### src/rtl/multiciclo_pc_ir_unit.sv
// PC / current-PC / IR / MDR / ALUOut state of the multicycle RV32 datapath.
// Conditional branches are resolved here from the ALU flags and IR funct3.
module multiciclo_pc_ir_unit #(
  parameter int                    DATA_WIDTH = 32,
  parameter logic [DATA_WIDTH-1:0] RESET_PC   = 32'h0040_0000,
  parameter logic [DATA_WIDTH-1:0] RESET_IR   = 32'h0000_0013
) (
  input  logic                  clock,
  input  logic                  reset_n,
  input  logic                  WriteInstructionRegister,
  input  logic                  WriteCurrentPC,
  input  logic                  WritePC,
  input  logic                  PCOrigin,
  input  logic                  Branch,
  input  logic [DATA_WIDTH-1:0] mem_rdata,
  input  logic [DATA_WIDTH-1:0] alu_result,
  input  logic                  alu_zero,
  input  logic                  alu_lt,
  input  logic                  alu_ltu,
  output logic [DATA_WIDTH-1:0] pc,
  output logic [DATA_WIDTH-1:0] current_pc,
  output logic [DATA_WIDTH-1:0] instruction,
  output logic [6:0]            opcode,
  output logic [2:0]            funct3,
  output logic [DATA_WIDTH-1:0] mdr,
  output logic [DATA_WIDTH-1:0] alu_out,
  output logic                  branch_taken,
  output logic                  pc_misaligned
);

  // funct3 encodings 010/011 are not branches and never take.
  function automatic logic branch_cond(input logic [2:0] f3, input logic z,
                                       input logic lt, input logic ltu);
    logic c;
    case (f3)
      3'b000:  c = z;
      3'b001:  c = !z;
      3'b100:  c = lt;
      3'b101:  c = !lt;
      3'b110:  c = ltu;
      3'b111:  c = !ltu;
      default: c = 1'b0;
    endcase
    return c;
  endfunction

  logic [DATA_WIDTH-1:0] next_pc;
  logic                  pc_we;

  assign opcode       = instruction[6:0];
  assign funct3       = instruction[14:12];
  assign branch_taken = Branch & branch_cond(funct3, alu_zero, alu_lt, alu_ltu);
  assign next_pc      = PCOrigin ? alu_out : alu_result;
  assign pc_we        = WritePC | branch_taken;

  always_ff @(posedge clock or negedge reset_n) begin
    if (!reset_n) begin
      pc            <= RESET_PC;
      current_pc    <= RESET_PC;
      instruction   <= RESET_IR;
      mdr           <= '0;
      alu_out       <= '0;
      pc_misaligned <= 1'b0;
    end else begin
      mdr     <= mem_rdata;
      alu_out <= alu_result;
      if (WriteInstructionRegister) instruction <= mem_rdata;
      if (WriteCurrentPC)           current_pc  <= pc;
      // Low bits are dropped on write; a misaligned target is flagged and stays flagged.
      if (pc_we) begin
        pc <= {next_pc[DATA_WIDTH-1:2], 2'b00};
        if (next_pc[1:0] != 2'b00) pc_misaligned <= 1'b1;
      end
    end
  end

endmodule

### config.mk
export PLATFORM = sky130hd
export DESIGN_NAME = multiciclo_pc_ir_unit
export DESIGN_NICKNAME = d
export VERILOG_FILES = /design/src/rtl/multiciclo_pc_ir_unit.sv
export SDC_FILE = /design/constraint.sdc
export NUM_CORES = 1
export LEC_CHECK = 0
export BUFFER_PORTS_ARGS = -buffer_cell sky130_fd_sc_hd__buf_2
export CAP_MARGIN = 20
export CELL_PAD_IN_SITES_DETAIL_PLACEMENT = 0
export CELL_PAD_IN_SITES_GLOBAL_PLACEMENT = 1
export CORE_ASPECT_RATIO = 1.25
export CORE_MARGIN = 1.5
export CORE_UTILIZATION = 40
export DETAILED_ROUTE_END_ITERATION = 8
export GPL_ROUTABILITY_DRIVEN = 0
export PLACE_DENSITY_LB_ADDON = 0.1
export SYNTH_ARGS = -nofsm -noshare
export SYNTH_HDL_FRONTEND = slang
export SYNTH_SLANG_ARGS = --single-unit
### constraint.sdc
create_clock -name clock -period 3.95 [get_ports clock]
set_input_delay 0.395 -clock clock [delete_from_list [all_inputs] [get_ports clock]]
set_output_delay 0.395 -clock clock [all_outputs]
set_load 0.1 [all_outputs]
**Word level (Yosys, flattened, before mapping)**

Cells that the tools add are included.

- Register bits after elaboration: 157
- Input bits: 74
- Word-level logic and storage cells: 21
- Output and inout bits: 172

- Mux-type cells: 2
- Equal/unequal tests: 5
- Reduce and logical (&&, ||, !) cells: 6
- Bitwise gates (word level): 2

Operator list:

| cell | number |
|---|---|
| 32-bit 2-to-1 mux | 1 |
| 3-bit == test (second input constant) | 4 |
| 1-bit case mux with 6 select lines | 1 |
| 3-bit by 1-bit == test with 1-bit output (second input constant) | 1 |
| 1-bit zero test | 3 |
| 3-bit zero test | 1 |
| 2-bit AND reduction | 1 |
| 2-bit nonzero test | 1 |
| 1-bit AND | 1 |
| 1-bit bitwise OR | 1 |

**Depth between registers and ports, before layout**

Gate-level depths: netlist (run 1).

- Depth in word-level cells: 5
- Gate-level depth with buffers: 6
- Depth with buffers taken out: 4

**Least setup slack after synthesis (run 1)**

Ideal clock, no wire load.

- Path type: flip-flop to output port
- Start point: register instruction[12]
- End point: output port branch_taken
- Required time: 3555 ps
- Buffers on the path: 1
- Stages on the path, launching flop included: 6
- Arrival: 2999 ps
- Slack: 556 ps
- Cells stage by stage: dfrtp_1 -> xor2_1 -> a22oi_2 -> buf_6 -> a21boi_1 -> nor2b_1

- Word-level cells in the longest chain between the ends: 3
- Elaborated cells on any way between the ends: 8
- Those cells by class: eq/ne: 5; mux: 1; bitwise: 1; reduce/logical: 1

RTL lines:

| what | RTL line | text |
|---|---|---|
| start: declaration | 22 | `output logic [DATA_WIDTH-1:0] instruction,` |
| start signal: assignment | 67 | `if (WriteInstructionRegister) instruction <= mem_rdata;` |
| 3-bit == test (tied with other cells) | 35 | `case (f3)` |
| 1-bit case mux with 6 select lines (*) | 35 |  |
| 1-bit AND (*) | 52 | `assign branch_taken = Branch & branch_cond(funct3, alu_zero, alu_lt, alu_ltu);` |
| end: declaration | 27 | `output logic branch_taken,` |

Every way passes the cells marked *; elsewhere a longest branch is shown, timed or not.

**Worst setup path in the final report (run 1)**

Ends and elaborated chain as after synthesis.

==> metrics.md, run 1 <==
| Metric | Value |
|---|---|
| Routed wire length | `16.6 mm` |
| Top FF cell, synth | `dfrtp_1` |
| Final Slew Violations | `0` |
| Simple-gate share of the synthesized area | `between 10% and 20%` |
| Global-route wire length before repair | `~26 mm` |
| RSZ-0062 raised after global routing | `false` |
| R2r setup slk | `roughly 2.1 ns` |
| Pre-CTS WS | `about 1.7 ns` |
| Synth Area in XOR/XNOR | `0.381%` |
| Post-CTS sizing | `0` |
| Hold Path Class | `in -> async` |
| PwrDens | `slightly below 700 mW/mm2` |
| H-tree depth | `4` |
| Count of cell types in the netlist | `27` |
| Worst slew pin tran | `around 1.1 ns` |
| Final nets | `about 790` |
| Number of global-route vias before repair | `5027` |
| Synth warnings | `0` |
| Cell Rows | `53` |
| Compound-cell area share of the yosys netlist | `about 7.0%` |
| Req. time, crit path | `~3.6 ns` |
| Post-DP HPWL | `about 11 mm` |
| GRT Util Overall | `19.0%` |
| WS Path Type | `reg -> out` |
| Register area share after synthesis | `between 50% and 60%` |
| Initial Util | `about two fifths` |
| Arrival @ worst endpoint | `between 1.5 and 2 ns` |
| Final core occ | `51.6%` |
| Finished Layout Cells | `949` |
| Avg Vias per Cell | `approximately 5` |
| Die area | `between 0.015 and 0.02 mm2` |
| Setup violators final | `0` |
| Clk buf depth | `2` |
| Comb power frac | `between 40% and 50%` |
| Element type at the critical path end | `primary output` |
| Share of cells above drive strength 1 | `between 40% and 50%` |
| Number of fill cells | `approximately 1500` |
| CP Launch Type | `register` |
| Clk sinks | `~160` |
| Synthesis-to-finish area growth | `26.1%` |
| Switch share | `between 40% and 50%` |
| 1st-iter DRT viols | `180` |
| Total grt overflow | `0` |
| Avg Inst Size Synth | `~14 um2` |
| Drt drc | `0` |
| Hold Vio Cnt, Final | `0` |
| Worst Setup Slack, final | `1.63 ns` |
| Final setup TNS | `0 ns` |
| Net Sw Power | `between 2 and 3 mW` |
| Asr flop ratio synth | `100%` |
| CTS buffer count | `17` |
| Mux cell area share after synthesis | `approximately 14%` |
| Die Y | `~150 um` |
| Max Clk Rate | `roughly 430 MHz` |
| Main combinational cell family by area after synthesis | `simple AND/OR/NAND/NOR gates` |
| Clock group share of total power | `between 20% and 30%` |
| Placed insts | `between 900 and 1000` |
| # hold bufs at CTS | `0` |
| Mapped Area | `0.00689 mm2` |
| Max-cap violations | `0` |
| DR WL/cell | `17.5 um` |
| TritonCTS clock tree | `yes` |
| Power consumption | `about 6 mW` |
| Sequential power share | `roughly a third` |
| Clock slew seen by the registers of the worst setup and hold paths | `0.07 ns` |
| Pin count of the biggest net entering global routing | `96` |
| Mapped Cells | `496` |
| Initial antenna violation count | `1` |
| FF/Latch Area | `~0.004 mm2` |
| Core area | `approximately 0.017 mm2` |
| PortBufs | `241` |
| Flops & latches, synth | `157` |
| Int Power | `~3.1 mW` |
| Status | `completed` |
| Adder-cell share of the synthesized area | `0%` |
| Worst relative slew slack | `about 28%` |
| Vias post-DR | `4784` |
| Fin crit period | `around 2.3 ns` |
| I/O Pins | `approximately 250` |
| Skew-Pair Late Insertion Delay | `around 0.42 ns` |
| LEAKAGE | `about 4.1 nW` |
| Worst Skew | `0.00866 ns` |
| Post-route antenna net violation count | `0` |
| Footprint of the multi-input gates | `around 0.0027 mm2` |
| Number of flops mapped to enable cells by yosys | `0` |
| Die X | `120 um` |
| VDD IR max | `0.000356 V` |
| Root Buffer | `clkbuf_16` |
| Worst Path Max Fanout | `6` |
| DR pass1 iterations | `4` |
| Post-CTS setup-driven buffer insertion count | `0` |
| Crit share post-route | `approximately three fifths` |
[metal layers]
| layer | vias to the layer above | track usage [%] | wire length [um] |
|---|---|---|---|
| met5 | - | 0 | 0 |
| met4 | 0 | 6.06 | 147 |
| met3 | 10 | 7.01 | 1290 |
| met2 | 156 | 33.0 | 8630 |
| met1 | 2413 | 21.6 | 6530 |
| li1 | 2205 | - | - |
[final cells by class]
cell class / count / share of cell area (%)
timing repair buffer: 246 / 14.4
clock buffer: 18 / 4.94
multi-input combinational: 293 / 30.6
sequential: 157 / 45.3
clock inverter: 14 / 1.64
tap: 220 / 3.17
antenna: 1 / 0.0288
[power groups by stage]
stage          sequential, mW  clock, mW  combinational (mW)
5_1_grt                  2.01       1.71                2.51
4_1_cts                  1.98       1.65                2.45
3_5_place_dp             2.01          0                2.45
2_1_floorplan            3.53          0               0.517
6_report                 1.97       1.60                2.43
3_3_place_gp             1.99          0                2.43
[worst paths after layout]
kind                                 start              end  cells after the start
hold / removal                     reset_n    current_pc[6]                      1
max in group asynchronous          reset_n   current_pc[22]                      2
setup / recovery           instruction[12]     branch_taken                      5
hold reg to reg            instruction[21]  instruction[21]                      1
setup reg to reg           instruction[12]           pc[21]                      4
min in group clock           mem_rdata[16]          mdr[16]                      1
[state kept, by name, summed over array words and instances (netlist names)]
signal and count:
instruction 32, mdr 32, alu_out 32, current_pc 30
pc 30, pc_misaligned 1
[synth_stat cells (2+ instances only)]
master | instances | area [um2]
buf_2 | 8 | 40.0
dfrtp_1 | 152 | 3800
nor2b_1 | 41 | 257
xor2_1 | 3 | 26.3
a21oi_1 | 2 | 10.0
nand3_1 | 30 | 150
a221oi_2 | 30 | 450
mux2_2 | 46 | 518
dfstp_2 | 5 | 131
buf_4 | 14 | 105
nand2b_1 | 30 | 188
buf_6 | 8 | 90.1
nand4bb_1 | 30 | 338
and2b_1 | 21 | 158
mux2_1 | 16 | 180
clkbuf_1 | 18 | 67.6
nor2_1 | 3 | 11.3
mux2i_1 | 30 | 300
[cells in the final DEF, fill, tap and decap left out, drive strengths merged, types with 2 or more instances in the layout]
cell / instances
a21oi: 2
mux2: 62
inv: 10
conb: 4
nor2: 3
dfstp: 5
and2b: 21
nand2b: 30
xor2: 3
nor2b: 41
nand4bb: 30
dfrtp: 152
a221oi: 30
mux2i: 30
clkbuf: 18
clkinv: 2
buf: 246
nand3: 30
and2: 2
[critical path: stages (launching register included)]
cell	delay [ns]
dfrtp_1	0.46
xor2_1	0.22
a22oi_2	0.10
a21boi_1	0.16
nor2b_1	0.12
buf_2	0.44
[kinds of logic after synthesis]
logic type,count (synthesis)
buffers and inverters,49
other,1
and+or+nand+nor,159
xor gates and xnor gates,3
DFF,157
muxes,92
AOI/OAI and AO/OA,35
[through the flow]
| step | hold WS (ns) | area, um2 |
|---|---|---|
| floorplan | 0.0994 | 6900 |
| global placement | 0.462 | 8120 |
| detailed placement | 0.469 | 8120 |
| CTS | 0.0637 | 8690 |
| global route | 0.0647 | 8690 |
| finish | 0.0257 | 8690 |
Note: power is estimated with default switching activity, not from simulation.
==> run 2: changes to the inputs <==
CORE_UTILIZATION = 35   (was 40)
clock period = 1.9 ns   (was 3.95 ns; I/O delays follow)
==> run 2 against run 1 <==
  * The run now ends with setup timing left
  * Die area increased by 14%
  * Final cell count increased by 13%
  * Count of clock-buffer cells in the layout decreased by 1
  * Largest power group unchanged
==> metrics.md, run 2 (synthesis results as in run 1) <==
| Metric | Value |
|---|---|
| Clock slew seen by the registers of the worst setup and hold paths | `0.07 ns (about the same)` |
| Setup violators final | `1 (+1)` |
| Placed insts | `973 (+6.2%)` |
| CP Launch Type | `register` |
| Power consumption | `12.7 mW (+110%)` |
| Element type at the critical path end | `primary output` |
| Max Clk Rate | `a little over 500 MHz` |
| Hold Path Class | `in -> async` |
| Post-DP HPWL | `12.4 mm (+8.9%)` |
| 1st-iter DRT viols | `194 (+7.8%)` |
| Avg Vias per Cell | `4.75 (-5.8%)` |
| PortBufs | `241 (unchanged)` |
| Footprint of the multi-input gates | `0.00268 mm2 (+0.99%)` |
| DR pass1 iterations | `4 (unchanged)` |
| RR Endpoint | `pc[16]` |
| Most frequent cells in the layout | `buf_2 (239), dfrtp_1 (149), dlygate4sd3_1 (65)` |
| Total grt overflow | `0 (unchanged)` |
| VDD IR max | `0.000695 V (+95%)` |
| Share of cells above drive strength 1 | `47.5% (-2.1 points)` |
| Final setup TNS | `-0.0255 ns (-0.0255 ns)` |
| Worst Setup Slack, final | `-0.0255 ns (-1.66 ns)` |
| Die area | `0.0205 mm2 (+14%)` |
| Root Buffer | `clkbuf_16` |
| WS Path Type | `reg -> out` |
| Most common cell after layout, fill and taps aside | `buf_2` |
| CTS buffer count | `17 (unchanged)` |
| Drt drc | `0 (unchanged)` |
| Number of fill cells | `1801 (+18%)` |
| Slowest cell delay on critical path | `0.51 ns (+0.05 ns)` |
| Worst slew pin tran | `1.00 ns (-0.0842 ns)` |
| TritonCTS clock tree | `yes` |
| Clk buf depth | `2 (unchanged)` |
| Arrival @ worst endpoint | `1.74 ns (-0.18 ns)` |
| Final nets | `871 (+10%)` |
| Pre-CTS WS | `0.199 ns (-1.51 ns)` |
| Global-route wire length before repair | `28.6 mm (+8.1%)` |
| Worst-path cell chain | `xor2_2 > a22oi_2 > a21boi_4 > nor2b_4 > buf_12` |
| DR WL/cell | `16.5 um (-5.4%)` |
| H-tree depth | `4 (unchanged)` |
| PwrDens | `1310 mW/mm2 (+90%)` |
| Status | `finished, violations left` |
| Vias post-DR | `5107 (+6.8%)` |
| I/O Pins | `246 (unchanged)` |
| Worst relative slew slack | `33.0% (+5.5 points)` |
| Crit share post-route | `101%` |
| Number of global-route vias before repair | `5465 (+8.7%)` |
| LEAKAGE | `4.47 nW (+9.7%)` |
| Final core occ | `49.9% (-1.7 points)` |
| Max-cap violations | `0 (unchanged)` |
| FF/Latch Area | `0.00394 mm2 (+0.22%)` |
| Top Registers | `alu_out x32, instruction x32, mdr x32` |
| Final Slew Violations | `0 (unchanged)` |
| Initial antenna violation count | `1 (unchanged)` |
| R2R depth | `9 (+5)` |
| Worst Path Max Fanout | `5 (-1)` |
| Fin crit period | `around 1.9 ns` |
| Routed wire length | `17.8 mm (+7.3%)` |
| Core area | `0.0194 mm2 (+15%)` |
| Cell Rows | `57 (+7.5%)` |
| Worst Skew | `0.00955 ns (+0.000890 ns)` |
| Crit-path slowest cell | `dfrtp_4` |
| Initial Util | `35.5% (-5.4 points)` |
| Die Y | `160 um (+6.8%)` |
| Pin count of the biggest net entering global routing | `62 (-35%)` |
| Crit Reg-Reg Startpoint | `instruction[12]` |
| Synthesis-to-finish area growth | `40.4%` |
| Req. time, crit path | `1.71 ns (-1.85 ns)` |
| Area after DPL | `0.00838 mm2 (+3.3%)` |
| Die X | `129 um (+6.7%)` |
| Skew-Pair Late Insertion Delay | `0.42 ns (about the same)` |
| Finished Layout Cells | `1076 (+13%)` |
| Post-route antenna net violation count | `0 (unchanged)` |
| R2r setup slk | `0.13 ns (-1.95 ns)` |
| Failing checks | `setup timing` |
| Post-Layout Inst Area | `0.00967 mm2 (+11%)` |
| RSZ-0062 raised after global routing | `true` |
| GRT Util Overall | `17.9% (-1.0 points)` |
| Clk sinks | `157 (unchanged)` |
| Hold Vio Cnt, Final | `0 (unchanged)` |
| Hold Slack | `0.255 ns (+0.229 ns)` |
-- run 2: changes by cell type in the layout (fill, tap and decap cells not counted), sizes merged --
cell,before,now
bufinv,1,0
clkinvlp,1,2
inv,10,9
clkbuf,18,17
clkinv,2,4
buf,246,263
dlygate4sd3,0,65
-- run 2: what timing repair did --
item / CTS / global route
buffers inserted: 5 / 0
resized for setup: 1 / 5
pin swaps: 1 / 0
hold buffers: 65 / 0
setup endpoints to repair: 1 / 31
hold endpoints to repair: 120 / 0
-- run 2: routing by layer --
layer | track usage [%] | wire [um] | up-vias
met5 | 0 | 0 | -
met2 | 30.7 | 9000 | 169
met4 | 6.89 | 368 | 0
met1 | 21.2 | 7290 | 2546
li1 | - | - | 2370
met3 | 5.06 | 1150 | 22
-- run 2: power by group --
part           internal (mW)  switching (mW)
logic                   1.03            4.25
clock network           1.74            1.54
registers               3.79           0.333
total                   6.56            6.12
-- run 2: worst max-delay path, delay by kind of cell, from the launching register on --
family                 cells  cell delay [ns]
flip-flops                 1             0.51
AO/OA/AOI/OAI              2             0.42
XOR/XNOR                   1             0.16
AND/OR/NAND/NOR            1             0.06
buffers and inverters      1             0.16
-- run 2: how the worst max path moves through the flow --
stage	startpoint	endpoint
floorplan	instruction[12]	branch_taken
finish	instruction[12]	branch_taken
global placement	Branch	pc[17]
CTS	instruction[12]	branch_taken
global route	instruction[12]	branch_taken
detailed placement	Branch	pc[16]
-- run 2: final cells by class --
| class | instances | area share, % |
|---|---|---|
| Multi-Input combinational cell | 293 | 27.7 |
| Clock inverter | 15 | 1.53 |
| Tap cell | 265 | 3.43 |
| Sequential cell | 157 | 40.8 |
| Antenna cell | 1 | 0.0259 |
| Clock buffer | 17 | 4.40 |
| Timing Repair Buffer | 328 | 22.1 |
